File: src/rtl/dmem_lsu_pkg.sv
// Shared definitions for the data-memory load/store controller: size codes,
// controller states and byte-lane helpers.
package lsu_pkg;

  localparam logic [1:0] SZ_BYTE = 2'b00;
  localparam logic [1:0] SZ_HALF = 2'b01;
  localparam logic [1:0] SZ_WORD = 2'b10;
  localparam logic [1:0] SZ_ILL  = 2'b11;

  typedef enum logic {
    ST_IDLE  = 1'b0,
    ST_MERGE = 1'b1
  } lsu_state_t;

  // One bit per byte lane touched by an access of this size at this offset.
  function automatic logic [3:0] lane_mask(input logic [1:0] size,
                                           input logic [1:0] offset);
    logic [3:0] mask;
    mask = 4'b0000;
    case (size)
      SZ_BYTE: mask = 4'b0001 << offset;
      SZ_HALF: mask = offset[1] ? 4'b1100 : 4'b0011;
      SZ_WORD: mask = 4'b1111;
      default: mask = 4'b0000;
    endcase
    return mask;
  endfunction

  // Illegal size or an address that is not naturally aligned for the size.
  function automatic logic req_error(input logic [1:0] size,
                                     input logic [1:0] offset);
    logic err;
    err = 1'b0;
    case (size)
      SZ_BYTE: err = 1'b0;
      SZ_HALF: err = offset[0];
      SZ_WORD: err = (offset != 2'b00);
      default: err = 1'b1;
    endcase
    return err;
  endfunction

endpackage

File: src/rtl/dmem_lsu_lane_align.sv
// Byte-lane steering: extracts and extends load data from a RAM word, and
// merges right-justified store data into a RAM word.
module lsu_lane_align
  import lsu_pkg::*;
(
  input  logic [1:0]  size,
  input  logic [1:0]  offset,
  input  logic        sign_ext,
  input  logic [31:0] word_in,
  input  logic [31:0] wdata,
  output logic [31:0] load_data,
  output logic [31:0] merged
);

  logic [31:0] shifted;
  logic [3:0]  mask;
  logic [31:0] bit_mask;
  logic [31:0] replicated;

  // Shift the addressed lane down, extend it, and build the store merge.
  always_comb begin
    shifted = word_in >> {offset, 3'b000};
    load_data = 32'h0;
    case (size)
      SZ_BYTE: load_data = {{24{sign_ext & shifted[7]}}, shifted[7:0]};
      SZ_HALF: load_data = {{16{sign_ext & shifted[15]}}, shifted[15:0]};
      SZ_WORD: load_data = shifted;
      default: load_data = 32'h0;
    endcase

    mask = lane_mask(size, offset);
    bit_mask = {{8{mask[3]}}, {8{mask[2]}}, {8{mask[1]}}, {8{mask[0]}}};

    replicated = wdata;
    case (size)
      SZ_BYTE: replicated = {4{wdata[7:0]}};
      SZ_HALF: replicated = {2{wdata[15:0]}};
      default: replicated = wdata;
    endcase

    merged = (word_in & ~bit_mask) | (replicated & bit_mask);
  end

endmodule

File: src/rtl/dmem_lsu.sv
// Load/store controller between the MEM stage and a word-wide data RAM.
// Sub-word stores are a read cycle followed by a merged write cycle.
module dmem_lsu
  import lsu_pkg::*;
#(
  parameter int IDX_W = 7
) (
  input  logic        clk,
  input  logic        rst,
  input  logic        req_valid,
  output logic        req_ready,
  input  logic        req_write,
  input  logic [1:0]  req_size,
  input  logic        req_signed,
  input  logic [31:0] req_addr,
  input  logic [31:0] req_wdata,
  output logic        rsp_valid,
  output logic [31:0] rsp_rdata,
  output logic        rsp_err,
  output logic        mem_we,
  output logic [31:0] mem_addr,
  output logic [31:0] mem_din,
  input  logic [31:0] mem_dout
);

  lsu_state_t       state;
  logic [IDX_W-1:0] lat_idx;
  logic [1:0]       lat_size;
  logic [1:0]       lat_off;
  logic [15:0]      lat_wdata;
  logic [31:0]      old_word;

  logic             in_merge;
  logic             req_err;
  logic [IDX_W-1:0] req_idx;
  logic [IDX_W-1:0] cur_idx;
  logic [1:0]       al_size;
  logic [1:0]       al_off;
  logic [31:0]      al_word;
  logic [31:0]      al_wdata;
  logic [31:0]      load_data;
  logic [31:0]      merged;
  logic             unused_addr_bits;

  assign unused_addr_bits = ^req_addr[31:IDX_W+2];

  // Decode the incoming request and pick the lane-steering operands.
  always_comb begin
    in_merge = (state == ST_MERGE);
    req_err  = req_error(req_size, req_addr[1:0]);
    req_idx  = req_addr[IDX_W+1:2];
    cur_idx  = in_merge ? lat_idx : req_idx;
    al_size  = in_merge ? lat_size : req_size;
    al_off   = in_merge ? lat_off : req_addr[1:0];
    al_word  = in_merge ? old_word : mem_dout;
    al_wdata = in_merge ? {16'h0, lat_wdata} : req_wdata;
  end

  lsu_lane_align u_align (
    .size      (al_size),
    .offset    (al_off),
    .sign_ext  (req_signed),
    .word_in   (al_word),
    .wdata     (al_wdata),
    .load_data (load_data),
    .merged    (merged)
  );

  // RAM-side controls; writes happen for a legal word store or a merge cycle.
  always_comb begin
    req_ready = (state == ST_IDLE);
    mem_addr  = {{(32-IDX_W){1'b0}}, cur_idx};
    mem_din   = merged;
    mem_we    = 1'b0;
    if (!rst) begin
      if (in_merge)
        mem_we = 1'b1;
      else if (req_valid && req_write && !req_err && (req_size == SZ_WORD))
        mem_we = 1'b1;
    end
  end

  // Controller state, read-modify-write latches and registered response.
  always_ff @(posedge clk) begin
    if (rst) begin
      state     <= ST_IDLE;
      rsp_valid <= 1'b0;
      rsp_rdata <= 32'h0;
      rsp_err   <= 1'b0;
      lat_idx   <= '0;
      lat_size  <= SZ_BYTE;
      lat_off   <= 2'b00;
      lat_wdata <= 16'h0;
      old_word  <= 32'h0;
    end else begin
      rsp_valid <= 1'b0;
      case (state)
        ST_IDLE: begin
          if (req_valid) begin
            if (req_err) begin
              rsp_valid <= 1'b1;
              rsp_err   <= 1'b1;
              rsp_rdata <= 32'h0;
            end else if (!req_write) begin
              rsp_valid <= 1'b1;
              rsp_err   <= 1'b0;
              rsp_rdata <= load_data;
            end else if (req_size == SZ_WORD) begin
              rsp_valid <= 1'b1;
              rsp_err   <= 1'b0;
              rsp_rdata <= 32'h0;
            end else begin
              lat_idx   <= req_idx;
              lat_size  <= req_size;
              lat_off   <= req_addr[1:0];
              lat_wdata <= req_wdata[15:0];
              old_word  <= mem_dout;
              state     <= ST_MERGE;
            end
          end
        end
        ST_MERGE: begin
          rsp_valid <= 1'b1;
          rsp_err   <= 1'b0;
          rsp_rdata <= 32'h0;
          state     <= ST_IDLE;
        end
        default: state <= ST_IDLE;
      endcase
    end
  end

endmodule
File: config.mk
export PLATFORM = sky130hd
export DESIGN_NAME = dmem_lsu
export DESIGN_NICKNAME = d
export VERILOG_FILES = /design/src/rtl/dmem_lsu_pkg.sv /design/src/rtl/dmem_lsu_lane_align.sv /design/src/rtl/dmem_lsu.sv
export SDC_FILE = /design/constraint.sdc
export NUM_CORES = 1
export LEC_CHECK = 0
export BUFFER_PORTS_ARGS = -buffer_cell sky130_fd_sc_hd__buf_2
export CAP_MARGIN = 20
export CELL_PAD_IN_SITES_DETAIL_PLACEMENT = 1
export CELL_PAD_IN_SITES_GLOBAL_PLACEMENT = 2
export CORE_UTILIZATION = 30
export DETAILED_ROUTE_END_ITERATION = 10
export PLACE_DENSITY = 0.92
export SKIP_LAST_GASP = 1
export SYNTH_ARGS = -nofsm -noshare
export SYNTH_HDL_FRONTEND = slang
export SYNTH_SLANG_ARGS = --single-unit
File: constraint.sdc
create_clock -name clk -period 3.65 [get_ports clk]
set_input_delay 0.1825 -clock clk [delete_from_list [all_inputs] [get_ports clk]]
set_output_delay 0.1825 -clock clk [all_outputs]
set_load 0.05 [all_outputs]
== Word-level counts from Yosys, hierarchy flattened ==
Cells that the tools add are included.

* Eq/ne operators: 6
* Shift operators: 2
* Mux-type cells: 33
* Bitwise operators: 9
* Reduce and logical (&&, ||, !) cells: 9

{| class="wikitable"
|+ Operators by type and width
! operator !! number
|-
| 2-to-1 mux 32 bit || 6
|-
| one-hot mux 32 bit (2 select lines) || 2
|-
| one-hot mux 32 bit (3 select lines) || 1
|-
| AND 32 bit || 2
|-
| NOT 32 bit || 1
|-
| OR 32 bit || 1
|-
| right shift 32 x 5 -> 32 bit || 1
|-
| 2-to-1 mux 1 bit || 15
|-
| one-hot mux 4 bit (3 select lines) || 1
|-
| 2-to-1 mux 7 bit || 1
|-
| one-hot mux 1 bit (2 select lines) || 3
|-
| AND reduction 5 bit || 1
|-
| equality test 2 x 1 -> 1 bit (second input constant) || 2
|-
| equality test 2 bit (second input constant) || 2
|-
| logical NOT 2 bit || 2
|-
| 2-to-1 mux 2 bit || 2
|-
| 2-to-1 mux 4 bit || 1
|-
| inequality test 4 x 2 -> 1 bit (second input constant) || 1
|-
| left shift 1 x 2 -> 4 bit (first input constant) || 1
|-
| logical AND 1 bit || 3
|-
| NOT 1 bit || 3
|-
| one-hot mux 1 bit (3 select lines) || 1
|-
| AND 1 bit || 2
|-
| inequality test 2 bit (second input constant) || 1
|-
| 3 further kinds || 3
|}

* Bits in registers: 94
* Output and inout bits: 100

== Longest topological paths before layout ==
* Depth after elaboration: 8
* Depth in mapped cells: 9

== By module ==
Synthesis repeated with hierarchy kept, for this count alone.

* Cells, all modules: 741
* Area total of the unflattened synthesis: 6,207.2 µm²

{| class="wikitable"
|+ By module, submodules not included
! module !! instances !! cells an instance !! area each (µm²) !! seq. area each (µm²)
|-
| dmem_lsu || 1 || 527 || 4,712.0 || 1,881.8
|-
| lsu_lane_align || 1 || 214 || 1,495.2 || 0.0
|}

== Least setup slack after synthesis ==
OpenSTA, ideal clock, no wires.

* Path kind: reg2out
* Start point: reg state (netlist: in_merge)
* End point: out mem_din[14]
* Arrival: 2.730 ns
* Slack: 0.738 ns
* Stages on the path, launching flop included: 7
* Path buffers: 2
* Cell sequence: dfxtp_1 mux2i_1 or2_2 clkbuf_1 o21ai_1 clkbuf_1 o21ai_0

* Word-level cells in the longest chain between the ends: 6

{| class="wikitable"
|+ RTL lines
! element !! RTL line !! RTL
|-
| start: declaration || dmem_lsu.sv:26 || <nowiki>lsu_state_t state;</nowiki>
|-
| start signal: assignment || dmem_lsu.sv:86 || <nowiki>state <= ST_IDLE;</nowiki>
|-
| start signal: assignment || dmem_lsu.sv:118 || <nowiki>state <= ST_MERGE;</nowiki>
|-
| start signal: assignment || dmem_lsu.sv:126 || <nowiki>state <= ST_IDLE;</nowiki>
|-
| 2-to-1 mux 2 bit (on tied branches) || dmem_lsu.sv:53, dmem_lsu.sv:54 ||
|-
| equality test 2 bit (tied with other cells) || dmem_lsu_pkg.sv:20 || <nowiki>case (size)</nowiki>
|-
| one-hot mux 4 bit (3 select lines) || dmem_lsu_pkg.sv:20 ||
|-
| NOT 32 bit || dmem_lsu_lane_align.sv:41 || <nowiki>merged = (word_in & ~bit_mask) | (replicated & bit_mask);</nowiki>
|-
| AND 32 bit || dmem_lsu_lane_align.sv:41 ||
|-
| OR 32 bit (*) || dmem_lsu_lane_align.sv:41 ||
|-
| end: declaration || dmem_lsu.sv:22 || <nowiki>output logic [31:0] mem_din,</nowiki>
|}

Mark *: on every way between the ends. The rest lies on a longest branch, timed or not.

== Worst setup path after layout ==
* Start point: reg state (netlist: in_merge)
* End point: out mem_din[18]

The elaborated chain is that of the path after synthesis.

==> impl_metrics.py <==
metrics = {
    "run_status": {
        "status": "finished, final reports clean",
    },
    "setup_path": {
        "timing.critical_path.cells": "mux2i_1 > a21oi_1 > o21ai_1 > nor2_1 > a21oi_1 > buf_2",
        "worstPathRequired_ns": 3.47,
        "crit_path_max_incr_delay_ns": 0.80,
        "critPathMaxFanout": 31,
        "worstSetupPathType": "reg -> out",
        "critPathCaptureType": "output pin",
        "crit_path_arrival_time_ns": 3.15,
        "setup.reg_to_reg.worst_slack_ns": 0.90,
        "crit_path_top_delay_cell": "o21ai_1",
        "reg2reg_from": "in_merge$_SDFF_PP0_",
        "crit_path_end": "mem_din[18]",
        "worstRegToRegCells": 7,
        "cp-startpoint": "in_merge$_SDFF_PP0_",
        "cp_startpoint_kind": "flip-flop",
        "end_of_the_worst_register_to_register_path": "rsp_rdata[31]$_SDFFE_PP0P_",
        "crit_top_cell": "a21oi_1",
    },
    "synth": {
        "post_synth_inst_count": 704,
        "synth_seq_area_share": 0.332,
        "post_synth_num_cell_types": 42,
        "syn-cell-area_sq_um": 5670,
        "synth.yosys.warnings": 0,
        "ys_ff_latch": 94,
        "synthesis.area_per_instance_sq_um": 8.05,
    },
    "routing": {
        "num_vias": 5839,
        "detailedRoute.firstPassIterationCount": 6,
        "postRouteWirelength_mm": 21.8,
        "detail-route-antenna-nets": 0,
        "route.detailed.drc": 0,
        "vias_per_cell": 5.49,
        "drt-wirelength-per-cell_microns": 20.5,
        "detail_route.iter0.violations": 404,
    },
    "floorplan": {
        "initial_utilization": 0.310,
        "floorplan.core_area_sq_um": 18300,
        "placement_rows": 49,
        "die_area_sq_um": 19500,
        "top_level_ports": 203,
        "die_height_microns": 139,
        "dieWidth_microns": 139,
    },
    "timing": {
        "relSlewSlack": 0.336,
        "fin_crit_ns": 3.34,
        "clock.fmax_ghz": 0.300,
        "tightest_slew_ns": 0.989,
        "worst_clock_skew_ns": 0.00954,
        "report.final.hold_viol_count": 0,
        "final_min_period_over_clock_period": 0.914,
        "unrepaired_setup_endpoints_after_global_routing": "no",
        "setup_total_negative_slack_ns": 0,
        "maxSlewViolCount": 0,
        "setup_viol": 0,
    },
    "place": {
        "place.port_buffers": 154,
        "dp.cells": 1047,
        "detailedPlacementHpwl_mm": 16.1,
        "gpl.final_weighted_congestion": 0.829,
    },
    "clock_network": {
        "clock_root_buffer_master": "clkbuf_16",
        "path_clk_slew_ns": 0.07,
        "cts_tree": "done",
        "cts_resized": 0,
        "hold_fix_buffers_cts": 0,
        "worstSkewPairLatency_ns": 0.36,
        "cts_made_buffers": 9,
        "cts-root-to-sink-buffers": 2,
        "postCtsSetupBuffers": 0,
        "cts_sinks": 94,
        "cts-htree-levels": 3,
    },
    "global_route": {
        "grt_pass1_vias": 5672,
        "grt-ovfl-total": 0,
        "grt_first_pass_wirelength_mm": 32.9,
        "number_of_antenna_violations_at_the_first_check_in_global_routing": 0,
        "gr-usage-all-layers": 0.225,
        "largest_net_degree_at_the_start_of_global_routing": 52,
    },
    "finish": {
        "layout-drive-gt1-share": 0.290,
        "layout.filler_cells": 2272,
        "instances_no_fill": 1063,
        "mostFrequentLayoutCells": "154 x buf_2, 143 x nand2_1, 113 x a21oi_1",
        "antennaDiodeCount": 0,
        "final_net_count": 932,
        "area.growth.synth_to_final_pct": 21.4,
        "mostFrequentLayoutCell": "buf_2",
    },
    "run": {
        "max-cap-violations": 0,
    },
    "worst_hold_path": {
        "holdCritPathClass": "in -> reg",
    },
    "power": {
        "power_per_cell_area_nw_per_um2": 425,
        "vdd.ir_drop.worst_mv": 0.240,
        "power.static_leakage_uw": 0.00272,
    },
}
[worst min-delay path by stage]
stage / from / end / depth (start not counted)
2_1_floorplan: req_addr[2] / lat_idx[0]$_SDFFE_PP0P_ / 2
5_1_grt: mem_dout[11] / old_word[11]$_SDFFE_PP0P_ / 3
4_1_cts: req_addr[4] / lat_idx[2]$_SDFFE_PP0P_ / 3
3_5_place_dp: req_addr[4] / lat_idx[2]$_SDFFE_PP0P_ / 3
6_report: req_addr[4] / lat_idx[2]$_SDFFE_PP0P_ / 3
3_3_place_gp: req_addr[7] / lat_idx[5]$_SDFFE_PP0P_ / 3
[layer usage]
metal,global-route usage,up-vias,part of all wire
li1,-,2733,-
met1,0.287,2864,0.44
met2,0.363,196,0.47
met3,0.0399,46,0.057
met4,0.116,0,0.037
met5,0,-,0
[power by group]
group | switching [uW] | internal [uW] | total, uW
Sequential | 18.5 | 1050 | 1070
Clock | 438 | 607 | 1050
Combinational | 595 | 215 | 810
[cells in the mapped netlist (all sizes together)]
master,count,area [sq um]
o22ai,1,6.26
a32oi,7,61.3
o21ai,26,130
a211oi,23,173
nor2b,6,37.5
nand2,143,537
and3,2,12.5
a222oi,2,20.0
a221oi,8,70.1
o21a,4,30.0
nand4,1,6.26
conb,1,3.75
or2,2,12.5
mux4,12,270
a2111oi,1,27.5
and4,1,8.76
mux2,29,330
a2111o,1,11.3
nand3,5,25.0
or3b,1,11.3
or3,1,6.26
clkbuf,43,161
o211ai,1,7.51
nor3,12,60.1
buf,42,293
nor2,40,150
dfxtp,94,1880
inv,5,18.8
a21oi,113,566
nor3b,2,15.0
mux2i,45,450
a21o,3,22.5
o32ai,1,16.3
nand3b,8,60.1
o31a,1,10.0
a221o,16,160
nor4,1,6.26
[registers in the layout, summed over array words and instances, names as in the netlist]
name and cells:
rsp_err 1, rsp_rdata 32, lat_wdata 16, old_word 32
rsp_valid 1, lat_size 2, lat_idx 7, in_merge 1
lat_off 2
[cell families after synthesis]
family                 synth area share
and+or+nand+nor                   0.167
DFF                               0.332
AOI/OAI and AO/OA                 0.231
other                          0.000661
muxes                             0.185
buffers and inverters            0.0834
[through the flow]
step / utilization / instance area (sq um) / hold WS [ns] / worst slack [ns] / total power [uW]
3_5_place_dp: 0.359 / 6560 / 0.441 / 0.810 / 1890
2_1_floorplan: - / 5760 / 0.318 / 0.738 / 1670
4_1_cts: 0.377 / 6880 / 0.0597 / 0.397 / 2940
6_report: 0.377 / 6880 / 0.0664 / 0.314 / 2920
5_1_grt: 0.377 / 6880 / 0.0717 / 0.0419 / 3020
3_3_place_gp: 0.359 / 6560 / 0.434 / 0.864 / 1890
[layout make-up]
class | instances | area [sq um] | area share
timing repair buffer | 175 | 941 | 0.137
tap | 229 | 287 | 0.0416
sequential | 94 | 1890 | 0.274
multi-input combinational | 544 | 3430 | 0.498
clock inverter | 6 | 93.8 | 0.0136
inverter | 5 | 18.8 | 0.00273
clock buffer | 10 | 229 | 0.0333
[critical path, delay by kind of cell (launching register included)]
family / cells / cell delay, ns
AO/OA/AOI/OAI: 3 / 1.24
buffers and inverters: 1 / 0.32
flip-flops: 1 / 0.62
multiplexers: 1 / 0.49
AND/OR/NAND/NOR: 1 / 0.12
Power figures use the tool's default switching activity.
